===== src/rtl/uart_pkg.sv =====
// Shared UART definitions: line levels, baud-counter helpers and parity.
package uart_pkg;

  localparam logic LINE_IDLE  = 1'b1;
  localparam logic LINE_START = 1'b0;
  localparam logic LINE_STOP  = 1'b1;

  localparam int unsigned DEFAULT_CLKRATE = 100000000;
  localparam int unsigned DEFAULT_BAUD    = 115200;

  // Clock cycles per bit period.
  function automatic int unsigned baud_counter_max(input int unsigned clkrate,
                                                   input int unsigned baud);
    return clkrate / baud;
  endfunction

  // Cycles from the start edge to the middle of the start bit.
  function automatic int unsigned baud_half(input int unsigned clkrate,
                                            input int unsigned baud);
    return baud_counter_max(clkrate, baud) / 2;
  endfunction

  // Width of a counter that must hold 0 .. max_count-1 (at least one bit).
  function automatic int unsigned counter_width(input int unsigned max_count);
    return (max_count > 1) ? $clog2(max_count) : 1;
  endfunction

  localparam int unsigned BAUD_COUNTER_MAX = baud_counter_max(DEFAULT_CLKRATE, DEFAULT_BAUD);
  localparam int unsigned HALF             = baud_half(DEFAULT_CLKRATE, DEFAULT_BAUD);
  localparam int unsigned BAUD_CNT_W       = counter_width(BAUD_COUNTER_MAX);

  // Even parity bit: 1 when the word has an odd number of ones.
  // Narrower words are zero-extended, which leaves the result unchanged.
  function automatic logic parity(input logic [31:0] bits);
    return ^bits;
  endfunction

endpackage


===== src/rtl/uart_sync_edge.sv =====
// Two-flop synchronizer for an asynchronous input plus a falling-edge detect.
module uart_sync_edge #(
  parameter logic RESET_VAL = 1'b1
) (
  input  logic clk,
  input  logic rst_n,
  input  logic async_in,
  output logic sync_out,
  output logic fall
);

  logic meta;
  logic sync_q;
  logic prev_q;

  // Synchronizer chain and previous-value register for edge detection.
  always_ff @(posedge clk or negedge rst_n) begin
    if (!rst_n) begin
      meta   <= RESET_VAL;
      sync_q <= RESET_VAL;
      prev_q <= RESET_VAL;
    end else begin
      meta   <= async_in;
      sync_q <= meta;
      prev_q <= sync_q;
    end
  end

  assign sync_out = sync_q;
  assign fall     = prev_q & ~sync_q;

endmodule


===== src/rtl/uart_rx.sv =====
// UART receiver: 8E1-style frames, mid-bit oversampling, valid/ready output
// with per-word parity/framing status and an overrun pulse on dropped words.
module uart_rx
  import uart_pkg::*;
#(
  parameter int unsigned CLKRATE     = 100000000,
  parameter int unsigned BAUD        = 115200,
  parameter int unsigned WORD_LENGTH = 8
) (
  input  logic                   clk,
  input  logic                   rst_n,
  input  logic                   UART_RX,
  output logic [WORD_LENGTH-1:0] rx_data,
  output logic                   rx_data_valid,
  input  logic                   rx_data_ready,
  output logic                   parity_err,
  output logic                   frame_err,
  output logic                   overrun
);

  localparam int unsigned CNT_MAX  = baud_counter_max(CLKRATE, BAUD);
  localparam int unsigned CNT_HALF = baud_half(CLKRATE, BAUD);
  localparam int unsigned CNT_W    = counter_width(CNT_MAX);
  localparam int unsigned BIT_W    = counter_width(WORD_LENGTH);

  typedef enum logic [2:0] {
    IDLE,
    START,
    DATA,
    PARITY,
    STOP
  } rx_state_t;

  rx_state_t state, state_next;

  logic                   line;
  logic                   line_fall;
  logic [CNT_W-1:0]       cnt;
  logic [BIT_W-1:0]       bit_cnt;
  logic [WORD_LENGTH-1:0] shift;
  logic                   par_err_q;
  logic                   tick_half;
  logic                   tick_full;
  logic                   smp_data;
  logic                   smp_parity;
  logic                   smp_stop;

  uart_sync_edge #(
    .RESET_VAL(LINE_IDLE)
  ) u_sync (
    .clk     (clk),
    .rst_n   (rst_n),
    .async_in(UART_RX),
    .sync_out(line),
    .fall    (line_fall)
  );

  assign tick_half = (cnt == CNT_W'(CNT_HALF - 1));
  assign tick_full = (cnt == CNT_W'(CNT_MAX - 1));

  // State register.
  always_ff @(posedge clk or negedge rst_n) begin
    if (!rst_n) state <= IDLE;
    else        state <= state_next;
  end

  // Next-state logic.
  always_comb begin
    state_next = state;
    unique case (state)
      IDLE:    if (line_fall) state_next = START;
      START:   if (tick_half) state_next = (line == LINE_START) ? DATA : IDLE;
      DATA:    if (tick_full && bit_cnt == BIT_W'(WORD_LENGTH - 1)) state_next = PARITY;
      PARITY:  if (tick_full) state_next = STOP;
      STOP:    if (tick_full) state_next = IDLE;
      default: state_next = IDLE;
    endcase
  end

  // Sample strobes decoded from state and baud count.
  always_comb begin
    smp_data   = 1'b0;
    smp_parity = 1'b0;
    smp_stop   = 1'b0;
    unique case (state)
      DATA:    smp_data   = tick_full;
      PARITY:  smp_parity = tick_full;
      STOP:    smp_stop   = tick_full;
      default: ;
    endcase
  end

  // Baud counter: clears on any state change and on wrap.
  always_ff @(posedge clk or negedge rst_n) begin
    if (!rst_n)                                cnt <= '0;
    else if (state_next != state || tick_full) cnt <= '0;
    else                                       cnt <= cnt + 1'b1;
  end

  // Data shift register, bit counter and parity check.
  always_ff @(posedge clk or negedge rst_n) begin
    if (!rst_n) begin
      shift     <= '0;
      bit_cnt   <= '0;
      par_err_q <= 1'b0;
    end else begin
      if (state != DATA) bit_cnt <= '0;
      else if (smp_data) bit_cnt <= bit_cnt + 1'b1;
      if (smp_data)   shift     <= {line, shift[WORD_LENGTH-1:1]};
      if (smp_parity) par_err_q <= (line != parity(32'(shift)));
    end
  end

  // Delivery at the stop sample; a pending unaccepted word blocks the new one.
  always_ff @(posedge clk or negedge rst_n) begin
    if (!rst_n) begin
      rx_data       <= '0;
      rx_data_valid <= 1'b0;
      parity_err    <= 1'b0;
      frame_err     <= 1'b0;
      overrun       <= 1'b0;
    end else begin
      overrun <= 1'b0;
      if (smp_stop && rx_data_valid && !rx_data_ready) begin
        overrun <= 1'b1;
      end else if (smp_stop) begin
        rx_data       <= shift;
        parity_err    <= par_err_q;
        frame_err     <= (line != LINE_STOP);
        rx_data_valid <= 1'b1;
      end else if (rx_data_valid && rx_data_ready) begin
        rx_data_valid <= 1'b0;
      end
    end
  end

endmodule

===== config.mk =====
export PLATFORM = sky130hd
export DESIGN_NAME = uart_rx
export DESIGN_NICKNAME = d
export VERILOG_FILES = /design/src/rtl/uart_pkg.sv /design/src/rtl/uart_sync_edge.sv /design/src/rtl/uart_rx.sv
export SDC_FILE = /design/constraint.sdc
export NUM_CORES = 1
export LEC_CHECK = 0
export CORE_MARGIN = 2
export CORE_UTILIZATION = 51
export CTS_CLUSTER_SIZE = 12
export DETAILED_ROUTE_END_ITERATION = 7
export GPL_TIMING_DRIVEN = 0
export HOLD_SLACK_MARGIN = 0.12
export PLACE_DENSITY = 0.75
export SYNTH_ARGS = -nofsm -noshare
export SYNTH_HDL_FRONTEND = slang
export SYNTH_SLANG_ARGS = --single-unit

===== constraint.sdc =====
create_clock -name clk -period 1.7 [get_ports clk]
set_input_delay 0.34 -clock clk [delete_from_list [all_inputs] [get_ports clk]]
set_output_delay 0.34 -clock clk [all_outputs]
set_load 0.005 [all_outputs]

# Word-level counts from Yosys, hierarchy flattened
# Cells that the tools add are included.
[totals] reg_bits=40 inputBits=4 out_inout_bits=12 elab_cells=56
[classes] n_addsub=2 eq_ne=10 muxes=16 n_bitwise=3 n_reduce_logical=12
[ops] cell="32-bit parity" count=1
[ops] cell="3-bit two-way mux" count=7
[ops] cell="3-bit one-hot mux with 5 select lines" count=1
[ops] cell="10-bit by 1-bit adder with 10-bit output (second input constant)" count=1
[ops] cell="10-bit equality test (second input constant)" count=1
[ops] cell="10-bit by 9-bit equality test with 1-bit output (second input constant)" count=1
[ops] cell="10-bit two-way mux" count=1
[ops] cell="3-bit by 2-bit equality test with 1-bit output (second input constant)" count=2
[ops] cell="3-bit equality test (second input constant)" count=2
[ops] cell="1-bit two-way mux" count=6
[ops] cell="1-bit logical AND" count=4
[ops] cell="2-bit AND reduction" count=2
[ops] cell="2-bit nonzero test" count=2
[ops] cell="3-bit by 1-bit adder with 3-bit output (second input constant)" count=1
[ops] cell="3-bit by 1-bit equality test with 1-bit output (second input constant)" count=1
[ops] cell="3-bit logical NOT" count=1
[ops] cell="3-bit by 2-bit != test with 1-bit output (second input constant)" count=1
[ops] cell="3-bit != test" count=1
[ops] cell="2-bit two-way mux" count=1
[ops] cell="1-bit inverter" count=2
[ops] cell="1-bit bitwise AND" count=1
[ops] cell="1-bit logical NOT" count=1
[ops] cell="1-bit logical OR" count=1
[ops] cell="1-bit != test" count=1

# Depth between registers and ports, before layout
# Gate-level depths: netlist of run 1.
[depth] ltp_word=7 mapped_depth=6

# Cells and area by module
# From an unflattened synthesis of run 1, not the netlist that was laid out.
[unflattened] hier_cells=153 area_unflattened_um2=1883.1
[by_module_without_submodules] mod="uart_rx" instances=1 cells_each=149 area_each_um2=1790.5 seq_area_each_um2=925.9
[by_module_without_submodules] mod="uart_sync_edge" instances=1 cells_each=4 area_each_um2=92.6 seq_area_each_um2=78.8

# Worst setup path before layout of run 1
# No wires, ideal clock.
[synth_timing] path_kind="register to register" startpoint="reg cnt[0]" endpoint="reg frame_err" arrival_ps=1754 t_required_ps=1575 setup_slack_ps=-179 path_stages_with_launch=6 period_less_slack_ps=1879 cell_sequence="dfrtp_1 -> ha_1 -> nand4bb_2 -> nor3_4 -> nand4_4 -> mux2_2"
[synth_via] elab_chain_len=6
[synth_rtl] item="start: declaration" line="uart_rx.sv:38" source="logic [CNT_W-1:0] cnt;"
[synth_rtl] item="start signal: assignment" line="uart_rx.sv:97" source="else cnt <= cnt + 1'b1;"
[synth_rtl] item="10-bit equality test *" line="uart_rx.sv:59" source="assign tick_full = (cnt == CNT_W'(CNT_MAX - 1));"
[synth_rtl] item="1-bit two-way mux *" line="uart_rx.sv:85" source="unique case (state)"
[synth_rtl] item="1-bit logical AND (2 in a row)" line="uart_rx.sv:124" source="if (smp_stop && rx_data_valid && !rx_data_ready) begin"
[synth_rtl] item="1-bit inverter (no source line)"
[synth_rtl] item="2-bit AND reduction (no source line) *"
[synth_rtl] item="end signal: assignment" line="uart_rx.sv:129" source="frame_err <= (line != LINE_STOP);"
[synth_rtl] item="end: declaration" line="uart_rx.sv:17" source="output logic frame_err,"
# Every way passes the cells marked *; elsewhere a longest branch is shown, timed or not.
# A chain may end at the register's enable or synchronous reset.

# Final worst setup path of run 1
[layout_timing] startpoint="reg cnt[1]" endpoint="reg rx_data[2]"
[layout_via] elab_chain_len=6
[layout_rtl] item="10-bit equality test *" line="uart_rx.sv:59"
[layout_rtl] item="1-bit two-way mux *" line="uart_rx.sv:85"
[layout_rtl] item="1-bit logical AND (2 in a row)" line="uart_rx.sv:124"
[layout_rtl] item="1-bit inverter (no source line)"
[layout_rtl] item="2-bit AND reduction (no source line) *"
[layout_rtl] item="end signal: assignment" line="uart_rx.sv:127" source="rx_data <= shift;"
[layout_rtl] item="end: declaration" line="uart_rx.sv:13" source="output logic [WORD_LENGTH-1:0] rx_data,"
# Marks and branches as above.

==> results.json, run 1 <==
{
  "power_mw": 2.06,
  "yosysSeqAreaShare_pct": 55.1,
  "violations": "setup timing",
  "cp_slowest_cell": "dfrtp_1",
  "core_um2": 3390,
  "synthSimpleGateAreaFrac_pct": 16.8,
  "fill_cells": 219,
  "holdPathEnd": "u_sync.sync_out$_DFF_PN1_",
  "min-delay-start": "u_sync.meta$_DFF_PN1_",
  "synth_xor_area_share_pct": 8.44,
  "end_kind": "flip-flop",
  "top_usage_layer": "met2",
  "gp_congestion": 0.796,
  "grt_max_degree": 41,
  "synth-seq-cells": 40,
  "synthTopCellsByArea": "dfrtp_1 51%, mux2_2 12%, xnor2_1 4.8%",
  "cts_tree": "built",
  "synth_fa_ha_area_share_pct": 2.75,
  "cp_data_arrival_time_ps": 1990,
  "synth_common_cells": "37 x dfrtp_1, 19 x mux2_2, 19 x nor2_1",
  "port_buffers": 15,
  "clock-sinks": 40,
  "numCtsBuffers": 5,
  "max_freq_ghz": 0.565,
  "leakage_nw": 1.13,
  "syn2layout_area_growth_pct": 34.4,
  "reg2reg_depth": 6,
  "dp_slack_ps": -398,
  "status": "complete, but fails checks",
  "dieArea_um2": 4070,
  "synth_edf_count": 0,
  "grt_util_met1_pct": 24.3,
  "diodes": 0,
  "grt_use_met2_pct": 33.6,
  "drtIter0Drc": 45,
  "layout.cells.non_filler": 233,
  "final_nets": 194,
  "skew_ps": 9.70,
  "hold_depth": 0,
  "r2r-start": "cnt[1]$_DFF_PN0_",
  "tightest_slew_ps": 840,
  "hpwl_um": 2200,
  "cap_violations": 0,
  "synth_nets": 151,
  "yosysTopAreaCell": "dfrtp_1",
  "finalWorstSetupSlack_ps": -68.4,
  "grt_usage_pct": 19.7,
  "utilization_pct": 72.3,
  "cts.reportedPaths.clkPinSlew_ps": 110,
  "antenna_found_initial": 0,
  "max_stage_delay_ps": 430,
  "layout_min_cycle_time_ps": 1770,
  "start_util_pct": 53.8,
  "r2r-end": "rx_data[2]$_DFFE_PN0P_",
  "placed_area_um2": 2050,
  "power_density_nw_per_um2": 843,
  "async_reset_ff_share_pct": 100,
  "vias": 1268,
  "clk_latency_ps": 340,
  "dp_cells": 204,
  "critPathKind": "flip-flop to flip-flop",
  "ant_nets": 0,
  "grt_pass1_wl_um": 6020,
  "hold_viol": 0,
  "vias_per_cell": 5.44,
  "use_met3_pct": 5.46,
  "yosysWarnings": 0,
  "grt_pass1_vias": 1270,
  "synth_top_family_by_area": "simple AND/OR/NAND/NOR gates",
  "num_rows": 21,
  "final_cell_area_um2": 2450,
  "cts-root-buf": "clkbuf_4",
  "wire_per_inst_um": 16.3,
  "fin_crit_sh_pct": 104,
  "max_slew_margin_pct": 44.0,
  "ff2ff_setup_slack_ps": -70,
  "finalSetupViolations": 14,
  "synth.cell_area_um2": 1820,
  "wirelength_um": 3800,
  "rsz0062_at_grt": "true",
  "slew_viol_final": 0,
  "cp_top_family": "simple AND/OR/NAND/NOR gates",
  "crit_path_max_fanout": 5,
  "cp_num_buf_inv": 1,
  "synth-compound-area-share_pct": 3.23,
  "htree_num_levels": 2,
  "die_w_um": 63.8,
  "synth_cells": 143,
  "ys_types": 34,
  "min_path_type": "flip-flop to flip-flop",
  "firstDrtPassIters": 4,
  "cts_buffer_depth": 2,
  "drive_above_1_share_pct": 40.1,
  "startpoint_type": "flip-flop",
  "drc": 0,
  "vdd_drop_max_v": 0.000545,
  "ioPinCount": 16,
  "grt-ovfl-total": 0,
  "cp.required_ps": 1930,
  "synthFlopType": "dfrtp_1",
  "die_h_um": 63.8,
  "avgSynthCellArea_um2": 12.7,
  "path_cells": "ha_4, nand4bb_4, nor3_4, buf_6, nand4_4, mux2_4",
  "synth_most_common_cell": "dfrtp_1",
  "synth_mux_area_share_pct": 12.8,
  "yosysTopAreaCellShare_pct": 50.8
}
==> power by group <==
part           leakage, nW  total [mW]  internal [mW]  switching (mW)
logic                0.555       0.382          0.192           0.190
clock network       0.0422       0.598          0.308           0.290
registers            0.532        1.09           1.02          0.0661
total                 1.13        2.06           1.52           0.545
==> timing repair <==
| action | 4_1_cts | 5_1_grt |
|---|---|---|
| hold buffers | 1 | 0 |
| hold endpoints to repair | 29 | 0 |
| cloned | 1 | 1 |
| gates resized for setup | 10 | 23 |
| setup buffers | 13 | 5 |
| pin swaps | 4 | 7 |
| endpoints found under the setup margin | 30 | 35 |
==> layout by cell type, fill, tap and decap left out, types with 2 or more instances in the layout <==
cell type and count:
mux2_4 9, clkbuf_4 5, nand4_4 2, xor2_1 5, clkdlybuf4s50_1 14, or3b_4 3
buf_4 13, nand3_1 4, dfrtp_2 4, nand2_1 6, buf_6 4, nand2b_1 2
mux2i_1 2, nand4_1 2, inv_1 4, dfrtp_1 33, dfstp_2 3, nor2_2 5
mux2_2 10, nor2_1 14, ha_1 3, a21oi_1 2, xnor2_1 9
==> through the flow <==
stage	hold WS (ps)	TNS [ps]
floorplan	44.4	-2300
global placement	347	-30270
detailed placement	349	-8120
CTS	359	-304
global route	359	-2490
finish	354	-640
==> state kept, by name, summed over array words and instances, names as in the netlist, 3 cells and up <==
signal / cells
state: 3
shift: 8
cnt: 10
bit_cnt: 3
rx_data: 8
==> routing by layer <==
| metal | vias to the layer above | routed length (µm) |
|---|---|---|
| met5 | - | 0 |
| met4 | 0 | 116 |
| met3 | 9 | 105 |
| met2 | 25 | 1970 |
| met1 | 639 | 1610 |
| li1 | 595 | - |
==> how the worst max path moves through the flow <==
stage               slack (ps)                      to             start  cells after the start
floorplan                 -140   frame_err$_DFFE_PN0P_  cnt[2]$_DFF_PN0_                      4
global placement          -740      state[2]$_DFF_PN0_             rst_n                      1
detailed placement        -400  rx_data[2]$_DFFE_PN0P_  cnt[0]$_DFF_PN0_                      5
CTS                        -50  rx_data[2]$_DFFE_PN0P_  cnt[3]$_DFF_PN0_                      5
global route              -150  rx_data[2]$_DFFE_PN0P_  cnt[1]$_DFF_PN0_                      6
finish                     -70  rx_data[2]$_DFFE_PN0P_  cnt[1]$_DFF_PN0_                      6
==> cell families after synthesis <==
group	Yosys count
fa+ha+maj	4
flops	40
simple gates	49
compound gates	9
xor+xnor	16
buf+inv	4
mux	21
==> layout make-up <==
class	instances	area [µm²]	area share [%]
Clock buffer	6	41.3	1.69
Tap cell	46	57.6	2.35
Clock inverter	2	35.0	1.43
Multi-Input combinational cell	100	948	38.7
Sequential cell	40	1010	41.2
Inverter	4	15.0	0.613
Timing Repair Buffer	35	343	14.0
No activity file was read; power rests on OpenSTA's default activity.
==> run 2, diff against run 1 <==
- CTS_CLUSTER_SIZE: 12 -> 40
==> results of run 2 <==
Final layout, timing and power as in run 1 (identical DEF).
==> run 3, diff against run 2 <==
- ABC_AREA: unset -> 0
- CTS_CLUSTER_SIZE: 40 -> unset
- SETUP_SLACK_MARGIN: unset -> 0.02
==> run 3 against run 2 <==
Compared with the run above:
- the flow still finishes with violations (setup timing)
- final cell count unchanged
- via count is 0.16% lower
- maximum frequency decreased by 0.16%
- clock power barely moved
- largest power group unchanged
- global-route usage up 0.076 points
- sequential power barely moved
- sequential cell count stayed put
- setup slack got worse by 2.9 ps
- critical path depth stayed put
- clock skew barely moved
- utilization grew 0.11 points
==> results.json, run 3 (synthesized netlist as in run 1, its figures left out) <==
{
  "violations": "setup timing",
  "layout_min_cycle_time_ps": 1770,
  "die_w_um": 63.8,
  "wirelength_um": 3800,
  "grt_pass1_vias": 1281,
  "hpwl_um": 2200,
  "max_freq_ghz": 0.565,
  "power_density_nw_per_um2": 842,
  "leakage_nw": 1.13,
  "core_um2": 3390,
  "layout_common_cells": "33 x dfrtp_1, 14 x nor2_1, 14 x clkdlybuf4s50_1",
  "syn2layout_area_growth_pct": 34.6,
  "vdd_drop_max_v": 0.000545,
  "min_path_type": "flip-flop to flip-flop",
  "vias_per_cell": 5.43,
  "critPathKind": "flip-flop to flip-flop",
  "cts.reportedPaths.clkPinSlew_ps": 110,
  "slew_viol_final": 0,
  "cap_violations": 0,
  "hold-worst-slack_ps": 354,
  "power_mw": 2.06,
  "tightest_slew_ps": 841,
  "startpoint_type": "flip-flop",
  "vias": 1266,
  "cts_tree": "built",
  "rsz0062_at_grt": "true",
  "port_buffers": 15,
  "gp_congestion": 0.796,
  "clk_latency_ps": 340,
  "grt_max_degree": 41,
  "drtIter0Drc": 51,
  "cp_num_buf_inv": 1,
  "dp_slack_ps": -398,
  "grt-ovfl-total": 0,
  "skew_ps": 10.2,
  "ant_nets": 0,
  "drive_above_1_share_pct": 40.1,
  "wire_per_inst_um": 16.3,
  "final_nets": 194,
  "finalSetupViolations": 14,
  "numCtsBuffers": 5,
  "firstDrtPassIters": 4,
  "status": "complete, but fails checks",
  "final_common_cell": "dfrtp_1",
  "antenna_found_initial": 0,
  "path_cells": "ha_4, nand4bb_4, nor3_4, buf_6, nand4_4, mux2_4",
  "max_stage_delay_ps": 430,
  "ioPinCount": 16,
  "cp.required_ps": 1930,
  "hold_viol": 0,
  "htree_num_levels": 2,
  "max_slew_margin_pct": 44.0,
  "die_h_um": 63.8,
  "drc": 0,
  "utilization_pct": 72.4,
  "fin_setup_tns_ps": -662,
  "largest_reg_flops": 10,
  "start_util_pct": 53.8,
  "grt_pass1_wl_um": 6040,
  "dieArea_um2": 4070,
  "cp_slowest_cell": "dfrtp_1",
  "cts-root-buf": "clkbuf_4",
  "cp_top_family": "simple AND/OR/NAND/NOR gates",
  "crit_path_max_fanout": 5,
  "fin_crit_sh_pct": 104,
  "end_kind": "flip-flop",
  "clock-sinks": 40,
  "largest_registers": "cnt x10, rx_data x8, shift x8",
  "cts_buffer_depth": 2,
  "grt_usage_pct": 19.7,
  "diodes": 0,
  "num_rows": 21,
  "finalWorstSetupSlack_ps": -71.3,
  "largest-register": "cnt",
  "cp_data_arrival_time_ps": 2000
}
-- run 3: cell types whose count changed in the layout (fill, tap and decap cells not counted) --
cell / before / now
buf_6: 4 / 5
buf_4: 13 / 12
-- run 3: layout make-up --
type,instances,area (µm²)
Clock buffer,6,41.3
Clock inverter,2,35.0
Fill cell,218,936
Inverter,4,15.0
Multi-Input combinational cell,100,948
Sequential cell,40,1010
Tap cell,46,57.6
Timing Repair Buffer,35,347
-- run 3: stage by stage --
stage,instances,cell area [µm²]
final,233,2450
after global routing,233,2450
after floorplan,143,1850
after global placement,204,2060
after detailed placement,204,2050
after CTS,227,2320
-- run 3: worst paths after layout --
kind                                       startpoint                   endpoint  slack, ps  cells past startpoint
max in group asynchronous                       rst_n         state[0]$_DFF_PN0_        490                      2
worst min-delay path            u_sync.meta$_DFF_PN1_  u_sync.sync_out$_DFF_PN1_        350                      0
worst max register to register       cnt[1]$_DFF_PN0_     rx_data[2]$_DFFE_PN0P_        -70                      6
min in group asynchronous                       rst_n          overrun$_DFF_PN0_        640                      2
worst max-delay path                 cnt[1]$_DFF_PN0_     rx_data[2]$_DFFE_PN0P_        -70                      6
worst min register to register  u_sync.meta$_DFF_PN1_  u_sync.sync_out$_DFF_PN1_        350                      0
-- run 3: routing by layer --
layer  share of wire, %  vias to the layer above  track usage (%)
met5                  0                        -                0
met4                3.1                        0             5.98
met3                2.8                        9             5.63
met2                 52                       24             33.7
met1                 42                      639             24.2
li1                   -                      594                -
-- run 3: where the power goes --
part / internal (mW) / switching [mW] / leakage, nW
Combinational: 0.192 / 0.190 / 0.556
Clock: 0.308 / 0.290 / 0.0422
Sequential: 1.02 / 0.0659 / 0.532
-- run 3: what timing repair did --
| item | 4_1_cts | 5_1_grt |
|---|---|---|
| gates cloned | 1 | 1 |
| hold buffers | 1 | 0 |
| endpoints found under the hold margin | 29 | 0 |
| setup buffers | 13 | 5 |
| setup endpoints to repair | 31 | 36 |
| resized for setup | 11 | 23 |
| pin swaps | 4 | 8 |
